`src/rtl/ps2_scancode_receiver.sv`:
```
// PS/2 keyboard scan-code receiver.
// Synchronizes the raw PS/2 clock and data pins and deframes 11-bit frames: start bit,
// 8 data bits (LSB first), odd parity and stop bit. The 0xF0 (break) and 0xE0 (extended)
// prefixes are folded into flags that go out with the next ordinary code.
// A frame that stalls for TIMEOUT system clocks is abandoned and reported as a frame error.
//
// Ports:
//   clk_i           system clock (25 MHz pixel clock); all state changes on its rising edge
//   rst_ni          asynchronous active-low reset
//   ps2_clk_i       raw PS/2 clock, asynchronous to clk_i; receive only
//   ps2_data_i      raw PS/2 data, asynchronous to clk_i; receive only
//   scan_code_o     last accepted non-prefix scan code; holds until the next scan_valid_o
//   scan_valid_o    one-cycle pulse; scan_code_o, break_o and extended_o are valid in it
//   break_o         reported code was preceded by 0xF0
//   extended_o      reported code was preceded by 0xE0
//   parity_error_o  one-cycle pulse on a parity failure
//   frame_error_o   one-cycle pulse on a bad stop bit or a timeout
module ps2_scancode_receiver #(
   parameter int unsigned TIMEOUT     = 2500,
   parameter int unsigned SYNC_STAGES = 2
) (
   input  logic       clk_i,
   input  logic       rst_ni,
   input  logic       ps2_clk_i,
   input  logic       ps2_data_i,
   output logic [7:0] scan_code_o,
   output logic       scan_valid_o,
   output logic       break_o,
   output logic       extended_o,
   output logic       parity_error_o,
   output logic       frame_error_o
);

   localparam int unsigned CntW = $clog2(TIMEOUT + 1);

   typedef enum logic [1:0] {StIdle, StData, StParity, StStop} state_e;

   logic [SYNC_STAGES-1:0] clk_sync_q, data_sync_q;
   logic                   clk_prev_q;
   logic                   ps2_clk_s, ps2_data_s, fall_edge, timeout_hit;

   state_e            state_q, state_d;
   logic [7:0]        shift_q, shift_d;
   logic [2:0]        bit_cnt_q, bit_cnt_d;
   logic              parity_q, parity_d;
   logic [CntW-1:0]   cnt_q, cnt_d;
   logic              pend_brk_q, pend_brk_d;
   logic              pend_ext_q, pend_ext_d;
   logic [7:0]        code_q, code_d;
   logic              brk_q, brk_d;
   logic              ext_q, ext_d;
   logic              valid_q, valid_d;
   logic              perr_q, perr_d;
   logic              ferr_q, ferr_d;

   assign ps2_clk_s  = clk_sync_q[SYNC_STAGES-1];
   assign ps2_data_s = data_sync_q[SYNC_STAGES-1];
   assign fall_edge  = clk_prev_q & ~ps2_clk_s;

   // Counter holds cycles elapsed since the last edge; it fires on the cycle it would reach
   // TIMEOUT. An edge in the same cycle keeps the frame alive.
   assign timeout_hit = (state_q != StIdle) && !fall_edge && (cnt_q == CntW'(TIMEOUT - 1));

   always_ff @(posedge clk_i or negedge rst_ni) begin
      if (!rst_ni) begin
         clk_sync_q  <= '0;
         data_sync_q <= '0;
         clk_prev_q  <= 1'b0;
         state_q     <= StIdle;
         shift_q     <= '0;
         bit_cnt_q   <= '0;
         parity_q    <= 1'b0;
         cnt_q       <= '0;
         pend_brk_q  <= 1'b0;
         pend_ext_q  <= 1'b0;
         code_q      <= '0;
         brk_q       <= 1'b0;
         ext_q       <= 1'b0;
         valid_q     <= 1'b0;
         perr_q      <= 1'b0;
         ferr_q      <= 1'b0;
      end else begin
         clk_sync_q  <= {clk_sync_q[SYNC_STAGES-2:0], ps2_clk_i};
         data_sync_q <= {data_sync_q[SYNC_STAGES-2:0], ps2_data_i};
         clk_prev_q  <= ps2_clk_s;
         state_q     <= state_d;
         shift_q     <= shift_d;
         bit_cnt_q   <= bit_cnt_d;
         parity_q    <= parity_d;
         cnt_q       <= cnt_d;
         pend_brk_q  <= pend_brk_d;
         pend_ext_q  <= pend_ext_d;
         code_q      <= code_d;
         brk_q       <= brk_d;
         ext_q       <= ext_d;
         valid_q     <= valid_d;
         perr_q      <= perr_d;
         ferr_q      <= ferr_d;
      end
   end

   always_comb begin
      state_d    = state_q;
      shift_d    = shift_q;
      bit_cnt_d  = bit_cnt_q;
      parity_d   = parity_q;
      pend_brk_d = pend_brk_q;
      pend_ext_d = pend_ext_q;
      code_d     = code_q;
      brk_d      = brk_q;
      ext_d      = ext_q;
      valid_d    = 1'b0;
      perr_d     = 1'b0;
      ferr_d     = 1'b0;

      if (state_q == StIdle || fall_edge) begin
         cnt_d = '0;
      end else begin
         cnt_d = cnt_q + CntW'(1);
      end

      if (timeout_hit) begin
         state_d    = StIdle;
         cnt_d      = '0;
         ferr_d     = 1'b1;
         pend_brk_d = 1'b0;
         pend_ext_d = 1'b0;
      end else if (fall_edge) begin
         unique case (state_q)
            StIdle: begin
               // A high level here is line noise, not a start bit.
               if (!ps2_data_s) begin
                  state_d   = StData;
                  bit_cnt_d = '0;
               end
            end
            StData: begin
               shift_d   = {ps2_data_s, shift_q[7:1]};
               bit_cnt_d = bit_cnt_q + 3'd1;
               if (bit_cnt_q == 3'd7) begin
                  state_d = StParity;
               end
            end
            StParity: begin
               parity_d = ps2_data_s;
               state_d  = StStop;
            end
            StStop: begin
               state_d = StIdle;
               // Stop-bit failure outranks a parity failure.
               if (!ps2_data_s) begin
                  ferr_d     = 1'b1;
                  pend_brk_d = 1'b0;
                  pend_ext_d = 1'b0;
               end else if (!(^{shift_q, parity_q})) begin
                  perr_d     = 1'b1;
                  pend_brk_d = 1'b0;
                  pend_ext_d = 1'b0;
               end else if (shift_q == 8'hF0) begin
                  pend_brk_d = 1'b1;
               end else if (shift_q == 8'hE0) begin
                  pend_ext_d = 1'b1;
               end else begin
                  code_d     = shift_q;
                  brk_d      = pend_brk_q;
                  ext_d      = pend_ext_q;
                  valid_d    = 1'b1;
                  pend_brk_d = 1'b0;
                  pend_ext_d = 1'b0;
               end
            end
         endcase
      end
   end

   assign scan_code_o    = code_q;
   assign scan_valid_o   = valid_q;
   assign break_o        = brk_q;
   assign extended_o     = ext_q;
   assign parity_error_o = perr_q;
   assign frame_error_o  = ferr_q;

endmodule

```
`config.mk`:
```
export PLATFORM = sky130hd
export DESIGN_NAME = ps2_scancode_receiver
export DESIGN_NICKNAME = d
export VERILOG_FILES = /design/src/rtl/ps2_scancode_receiver.sv
export SDC_FILE = /design/constraint.sdc
export NUM_CORES = 1
export LEC_CHECK = 0
export BUFFER_PORTS_ARGS = -buffer_cell sky130_fd_sc_hd__buf_4
export CAP_MARGIN = 20
export CORE_UTILIZATION = 45
export CTS_BUF_LIST = sky130_fd_sc_hd__clkbuf_16
export DETAILED_ROUTE_END_ITERATION = 10
export GPL_TIMING_DRIVEN = 1
export SYNTH_ARGS = -nofsm -noshare
export SYNTH_HDL_FRONTEND = slang
export SYNTH_SLANG_ARGS = --single-unit
```
`constraint.sdc`:
```
create_clock -name clk_i -period 2.14 [get_ports clk_i]
set_input_delay 0.214 -clock clk_i [delete_from_list [all_inputs] [get_ports clk_i]]
set_output_delay 0.214 -clock clk_i [all_outputs]
set_load 0.1 [all_outputs]
```
# Yosys cells after proc, flatten, opt, wreduce, memory -nomap -nowiden
# Index checks and enable logic that the tools add are counted.
# W data, S select, Z words.
# classes
add_sub_neg	2
mul	0
div	0
order_cmp	0
n_eq_ne	12
shifts	0
n_mux	39
bitwise	5
reduce_logical	17
# op_table
op	count
$mux W1	30
$mux W12	2
$eq A8 B8 Y1 const B	2
$reduce_and A3 Y1	5
$add A12 B1 Y12 const B	1
$eq A12 B12 Y1 const B	1
$reduce_xor A9 Y1	1
$mux W2	4
$pmux W2 S4	1
$reduce_bool A2 Y1	4
$reduce_and A7 Y1	1
$ne A3 B3 Y1 const B	2
$pmux W3 S2	1
$ne A5 B5 Y1 const B	1
$eq A2 B2 Y1 const B	2
$ne A4 B4 Y1 const B	1
$not A1 Y1	4
$reduce_and A4 Y1	1
$add A3 B1 Y3 const B	1
$eq A3 B3 Y1 const B	1
$mux W3	1
$eq A2 B1 Y1 const B	1
$logic_and A1 B1 Y1	2
$logic_not A2 Y1	1
other kinds (4)	4
# totals
register_bits	46
latchBits	0
mem_bits_rw	0
mem_bits_ro	0
inputBits	4
wordCells	91
mem_count	0

# Longest topological paths before layout
# Gate-level depths: netlist (run 1).
# logic_depth
word_depth	8
depth_mapped	7
mapped_depth_nobuf	6

# Worst setup path after synthesis (run 1)
# OpenSTA, ideal clock, no wires.
# synth_path
path_type	register to register
start	register shift_q[2]
end	register brk_q (netlist: break_o)
setup_ps	125
arrival_ps	1711
t_required_ps	2015
setup_slack_ps	303
path_stages_with_launch	7
period_less_slack_ps	1837
path_cell_list	dfrtp_1 -> xnor2_1 -> xnor3_1 -> xnor2_2 -> nand2_2 -> buf_6 -> mux2_4
# synth_between
elab_chain_len	3
elab_cells_between_ends	6
classes_between	eq/ne (2); bitwise (2); reduce/logical (2)
# synth_lines
item	line	source
start, declared	43	logic [7:0] shift_q, shift_d;
start signal, assigned	87	shift_q <= shift_d;
$eq A8 B8 Y1 (on tied branches)	161, 159	
$not A1 Y1 (no source line)	-	
$reduce_and A7 Y1 (no source line) (*)	-	
end signal, assigned	94	brk_q <= brk_d;
end, declared	50	logic brk_q, brk_d;
# Mark *: on every way between the ends. The rest lies on a longest branch, timed or not.
# A chain may end at the register's enable or synchronous reset.

# Final worst setup path (run 1)
# layout_path
start	register shift_q[4]
end	register ext_q (netlist: extended_o)
# layout_between
elab_chain_len	3
elab_cells_between_ends	6
classes_between	eq/ne (2); bitwise (2); reduce/logical (2)
# layout_lines
item	line	source
$eq A8 B8 Y1 (on tied branches)	161, 159	
$not A1 Y1 (no source line)	-	
$reduce_and A7 Y1 (no source line) (*)	-	
end signal, assigned	95	ext_q <= ext_d;
end, declared	51	logic ext_q, ext_d;
# Marks and branches as above.

==> results of run 1 <==
worst paths after layout:
kind                            cells past startpoint           start  slack (ns)             end
worst min register to register                      0  data_sync_q[0]        0.35  data_sync_q[1]
max in group asynchronous                           2          rst_ni        1.29  parity_error_o
worst max register to register                      5      shift_q[4]        0.12      extended_o
worst max-delay path                                5      shift_q[4]        0.12      extended_o
min in group asynchronous                           2          rst_ni        0.47      pend_brk_q
worst min-delay path                                1       ps2_clk_i        0.03   clk_sync_q[0]
through the flow:
stage	cell area [sq um]	worst slack [ns]	utilization, %	total power [uW]
floorplan	2096	0.3034	-	2073
global placement	2258	0.1691	51.16	2248
detailed placement	2258	0.1149	51.16	2286
CTS	2439	0.09649	55.24	3178
global route	2439	0.009055	55.24	3300
finish	2439	0.1159	55.24	3141
worst reg2reg max path: cells and delay by family, from the launching register on:
kind             cells  cell delay, ns
XOR/XNOR             3            0.85
flip-flops           1            0.44
multiplexers         1            0.37
AND/OR/NAND/NOR      1            0.26
logic make-up after synthesis:
logic type               count (synthesis)  share of synthesized area, %
flip-flops                              46                         54.93
AND/OR/NAND/NOR                         57                         12.96
XOR/XNOR                                17                         8.119
buffers and inverters                   13                         2.687
AO/OA/AOI/OAI                           13                         4.239
adder cells (fa/ha/maj)                  8                         4.776
multiplexers                            20                         12.30
power breakdown:
part           switching, uW  internal (uW)
combinational            622            457
sequential               158           1030
clock                    321            550
synth_stat cells (all sizes together):
library cell  count  area (sq um)
or3               1         6.260
dfrtp            46          1151
and3              4         25.02
xnor2            11         103.9
a32oi             1         8.760
mux2             19         247.7
nand2            13         51.30
nand4b            1         8.760
o21ba             1         10.01
xnor3             1         22.52
xor2              5         43.79
nand4             1         6.260
nand2b            1         6.260
and2              1         6.260
nor4              2         12.51
a32o              1         10.01
nor3              1         5.000
o21ai             4         20.02
a21oi             3         15.01
a41oi             1         8.760
and4              1         8.760
nor2b             2         12.51
nand3b            1         7.510
inv               7         26.28
nand3             8         40.04
clkbuf            5         18.77
buf               1         11.26
mux2i             1         10.01
a21boi            1         7.510
nor2             20         75.07
o2bb2ai           1         8.760
ha                8         100.1
state kept, by name, summed over array words and instances (netlist names), 2 cells and up:
signal and cells:
bit_cnt_q 3, clk_sync_q 2, cnt_q 12, data_sync_q 2, scan_code_o 8, shift_q 8, state_q 2
metal layers:
layer	GRT usage (%)	up-vias	wire (um)
li1	-	627	-
met1	22.61	617	1809
met2	22.33	17	1563
met3	3.608	6	96
met4	7.333	0	57
met5	0	-	0
layout make-up:
class                      instances  area, sq um  area share [%]
clock inverter                     3        45.04           1.847
multi-input combinational        115        888.4           36.43
timing repair buffer              18        137.6           5.644
inverter                           7        26.28           1.077
clock buffer                       5        125.1           5.131
sequential                        46         1151           47.20
tap                               52        65.06           2.668
repair_timing:
action,CTS,global route
hold buffers,1,0
resized for setup,0,0
setup buffers,0,0
hold endpoints to repair,46,0
==> impl_metrics.yaml, run 1 <==
worst_setup_path:
  worst_setup_path_end_kind: "register"
  worstPathRequired_ns: 2.31
  critical_path_buf_inv_count: 0
  path_cells: "xnor2_1 > xnor3_1 > xnor2_2 > nand2_2 > mux2_4"
  path_class: "register to register"
  critPathMaxStageDelay_ns: 0.45
  path_delay_family: "XOR/XNOR gates"
  cp-start-kind: "register"
  crit_fanout: 11
  crit_path_top_delay_cell: "xnor3_1"
  cp.arrival_ns: 2.19
route:
  final_antenna_net_count: 0
  via_per_inst: 5.150
  wl_um: 3526
  drt_first_pass_iters: 4
  post-route-drc-count: 0
  vias: 1267
  drtIter0Drc: 91
  wl_per_cell_um: 14.33
floorplan:
  die_w_um: 70.25
  fp.dieH_um: 70.25
  rows: 24
  coreArea_sq_um: 4414
  die_area_sq_um: 4934
  pin_count: 17
  initial_core_util_pct: 47.48
cts:
  clock_sinks: 46
  clk_pin_slew_ns: 0.06
  cts_buffers: 5
  h-tree-depth: 2
  cts.path.max_buffers: 2
  cts_root_buf: "clkbuf_16"
  cts_tree: "yes"
  insertion_delay_ns: 0.29
job:
  maxCapViolations: 0
sta:
  worst_hold_slack_ns: 0.03437
  layout_worst_path_cycle_share_pct: 94.58
  setup_viol: 0
  grt_setup_unrepaired: "false"
  max_clock_freq_mhz: 494.0
  hold_violations: 0
  worst_pin_slew_ns: 0.5596
  fin_crit_ns: 2.024
  fin_skew_ns: 0.005944
  setup_tns_ns: 0
  relSlewSlack_pct: 62.69
  final_max_slew_viol_count: 0
synthesis:
  synth_nets: 186
  synth_seq_cells: 46
  synth_area_sq_um: 2096
  ys_seq_area_share_pct: 54.93
  synth_cells: 174
  syn_avg_cell_area_sq_um: 12.04
  synth_warnings: 0
  ys_types: 35
finish:
  nNetsFinal: 205
  mostFrequentLayoutCells: "46 x dfrtp_1, 20 x nor2_1, 17 x buf_4, 12 x nand2_1"
  fin_cells: 246
  layout_commonest_cell: "dfrtp_1"
  layout-drive-gt1-share_pct: 24.23
  num-fill-cells: 372
  n_antenna_cell: 0
  area_delta_synth_final_pct: 16.36
global_routing:
  grt_max_degree: 47
  grt_overflow: 0
  antenna_found_initial: 0
  grt_pass1_vias: 1251
  grt_usage_pct: 15.69
  grt_first_pass_wirelength_um: 5989
power_and_ir_drop:
  power.density_nw_per_um2: 1288
  peakVddDrop_mv: 0.5880
  power_leakage_uw: 0.001199
placement:
  hpwlAfterDp_um: 2449
  port_buffers: 16
  globalplace.congestion: 0.8109
  place_inst: 237
run_status:
  status: "finished, final reports clean"
worst_hold_path:
  hp-class: "input pin to register"
Power figures use the tool's default switching activity.
==> run 2: changes to the inputs <==
--- a/config.mk
+++ b/config.mk
@@ -5,10 +5,10 @@
 export SDC_FILE = /design/constraint.sdc
 export NUM_CORES = 1
 export LEC_CHECK = 0
+export ABC_AREA = 1
 export BUFFER_PORTS_ARGS = -buffer_cell sky130_fd_sc_hd__buf_4
 export CAP_MARGIN = 20
 export CORE_UTILIZATION = 45
-export CTS_BUF_LIST = sky130_fd_sc_hd__clkbuf_16
 export DETAILED_ROUTE_END_ITERATION = 10
 export GPL_TIMING_DRIVEN = 1
 export SYNTH_ARGS = -nofsm -noshare
==> impl_metrics.yaml, run 2 <==
worst_setup_path:
  path_class: "register to register"
  path_cells: "inv_1 > ha_1 > nor4_1 > nand3_1 > nand2_1 > inv_1 > nand2_1 > nor2_1"
  reg2reg_to: "cnt_q[11]"
  rr_worst_depth: 8
  critPathMaxStageDelay_ns: 0.40
  worst-r2r-setup-slack_ns: 0.35
  worst_setup_path_end_kind: "register"
  crit_fanout: 5
  crit_path_top_delay_cell: "dfrtp_1"
  cp-start-kind: "register"
  worstPathRequired_ns: 2.33
  rr_startpoint: "state_q[0]"
  cp.arrival_ns: 1.98
global_routing:
  grt_usage_pct: 18.36
  grt_first_pass_wirelength_um: 7417
  grt_overflow: 0
  grt_max_degree: 47
  grt_pass1_vias: 1621
  antenna_found_initial: 0
finish:
  multi_input_area_sq_um: 950.9
  mostFrequentLayoutCells: "79 x nand2_1, 46 x dfrtp_1, 33 x inv_1, 17 x o21ai_0, 17 x buf_4"
  num-fill-cells: 454
  area_delta_synth_final_pct: 15.42
  ff_latch_area_sq_um: 1151
  nNetsFinal: 304
  layout_commonest_cell: "nand2_1"
  largest_register: "cnt_q"
  layout-drive-gt1-share_pct: 16.04
  largest_register_ffs: 12
  n_antenna_cell: 0
worst_hold_path:
  hold-path-cell-count: 1
  hp-class: "input pin to register"
  min_from: "ps2_data_i"
  whs_endpoint: "data_sync_q[0]"
cts:
  cts_buffers: 5
  cts_tree: "yes"
  cts_resized: 0
  clock_sinks: 46
  hold_buffers: 1
  cts_setup_buffers: 0
  insertion_delay_ns: 0.30
  cts_root_buf: "clkbuf_8"
  h-tree-depth: 2
  clk_pin_slew_ns: 0.08
  cts.path.max_buffers: 2
synthesis:
  synth_warnings: 0
  synth_top_area_share_pct: 50.66
  synth_common_cells: "79 x nand2_1, 46 x dfrtp_1, 33 x inv_1"
  synth_area_sq_um: 2272
  ys_types: 27
  synth_edf_count: 0
  yosysMostFrequentCell: "nand2_1"
  synth_seq_cells: 46
  synth_nets: 280
  syn_avg_cell_area_sq_um: 8.478
  ys_seq_area_share_pct: 50.66
  yosysTopAreaCell: "dfrtp_1"
  async_reset_ff_share_pct: 100.0
  synthTopCellsByArea: "dfrtp_1 51%, nand2_1 13%, inv_1 5.5%"
  synthFlopType: "dfrtp_1"
  synth_cells: 268
sta:
  grt_setup_unrepaired: "false"
  layout_worst_path_cycle_share_pct: 83.45
  fin_skew_ns: 0.006051
  worst_pin_slew_ns: 0.5685
  max_clock_freq_mhz: 559.9
  setup_tns_ns: 0
  fin_crit_ns: 1.786
  hold_violations: 0
  setup_viol: 0
  relSlewSlack_pct: 62.10
  final_max_slew_viol_count: 0
floorplan:
  initial_core_util_pct: 47.48
  fp.dieH_um: 73.06
  pin_count: 17
  die_w_um: 73.06
  rows: 25
  die_area_sq_um: 5338
  coreArea_sq_um: 4786
route:
  drt_first_pass_iters: 4
  wl_um: 4210
  vias: 1753
  drtIter0Drc: 144
  post-route-drc-count: 0
  wl_per_cell_um: 11.69
  final_antenna_net_count: 0
  via_per_inst: 4.869
power_and_ir_drop:
  finalPower_uw: 2988
  peakVddDrop_mv: 0.4892
  power.density_nw_per_um2: 1139
  power_leakage_uw: 0.001278
placement:
  globalplace.congestion: 0.8837
  port_buffers: 16
  hpwlAfterDp_um: 3054
run_status:
  status: "finished, final reports clean"
job:
  maxCapViolations: 0
-- run 2: cell types whose count changed after synthesis, moves of 6 or more --
cell / change
mux2_4: -9
inv_1: +26
nand4_1: +6
o21ai_2: +8
mux2_2: -10
nor3_1: +10
o21ai_0: +13
nand2_1: +67
xnor2_1: -9
-- run 2: metal layers --
| layer | routed length (um) | global-route usage (%) |
|---|---|---|
| met2 | 1889 | 27.67 |
| met4 | 47 | 6.318 |
| met5 | 0 | 0 |
| met1 | 2158 | 25.89 |
| met3 | 115 | 4.282 |
-- run 2: area by class of cell --
class / count / share of cell area [%]
clock buffers: 6 / 3.149
clock inverters: 2 / 2.290
inverters: 39 / 5.582
multi-input cells: 181 / 36.26
flip-flops and latches: 46 / 43.89
well taps: 67 / 3.197
repair buffers: 19 / 5.630
-- run 2: critical path, delay by kind of cell, from the launching register on --
kind                       cells  cell delay (ns)
buffers and inverters          2             0.20
adders and majority gates      1             0.24
and+or+nand+nor                5             0.84
DFF                            1             0.40
-- run 2: kinds of logic after synthesis --
logic type / count (synthesis) / share of synthesized area, %
AOI/OAI and AO/OA: 36 / 9.857
xor gates and xnor gates: 2 / 0.7711
adders and majority gates: 8 / 4.405
buffers and inverters: 41 / 7.489
DFF: 46 / 50.66
and+or+nand+nor: 135 / 26.82
-- run 2: how the worst max path moves through the flow --
stage	startpoint	end	slack (ns)	depth (start not counted)
floorplan	state_q[0]	cnt_q[9]	0.63	8
global placement	state_q[0]	cnt_q[11]	0.41	8
detailed placement	state_q[0]	cnt_q[11]	0.36	8
CTS	state_q[0]	cnt_q[11]	0.35	8
global route	state_q[0]	cnt_q[1]	0.09	8
finish	state_q[0]	cnt_q[11]	0.35	8
-- run 2: power by group --
group	switching, uW	internal (uW)
Sequential	130	1010
Clock	283	498
Combinational	753	316
Total	1170	1820
-- run 2: metrics by stage --
step / worst slack [ns] / std cells / cell area (sq um) / util (%) / hold WS, ns
2_1_floorplan: 0.6287 / 268 / 2272 / - / -0.08159
3_3_place_gp: 0.4099 / 350 / 2460 / 51.40 / 0.2548
3_5_place_dp: 0.3598 / 350 / 2460 / 51.40 / 0.2568
4_1_cts: 0.3500 / 359 / 2613 / 54.59 / 0.009290
5_1_grt: 0.09105 / 360 / 2623 / 54.80 / 0.003973
6_report: 0.3541 / 360 / 2623 / 54.80 / 0.01938
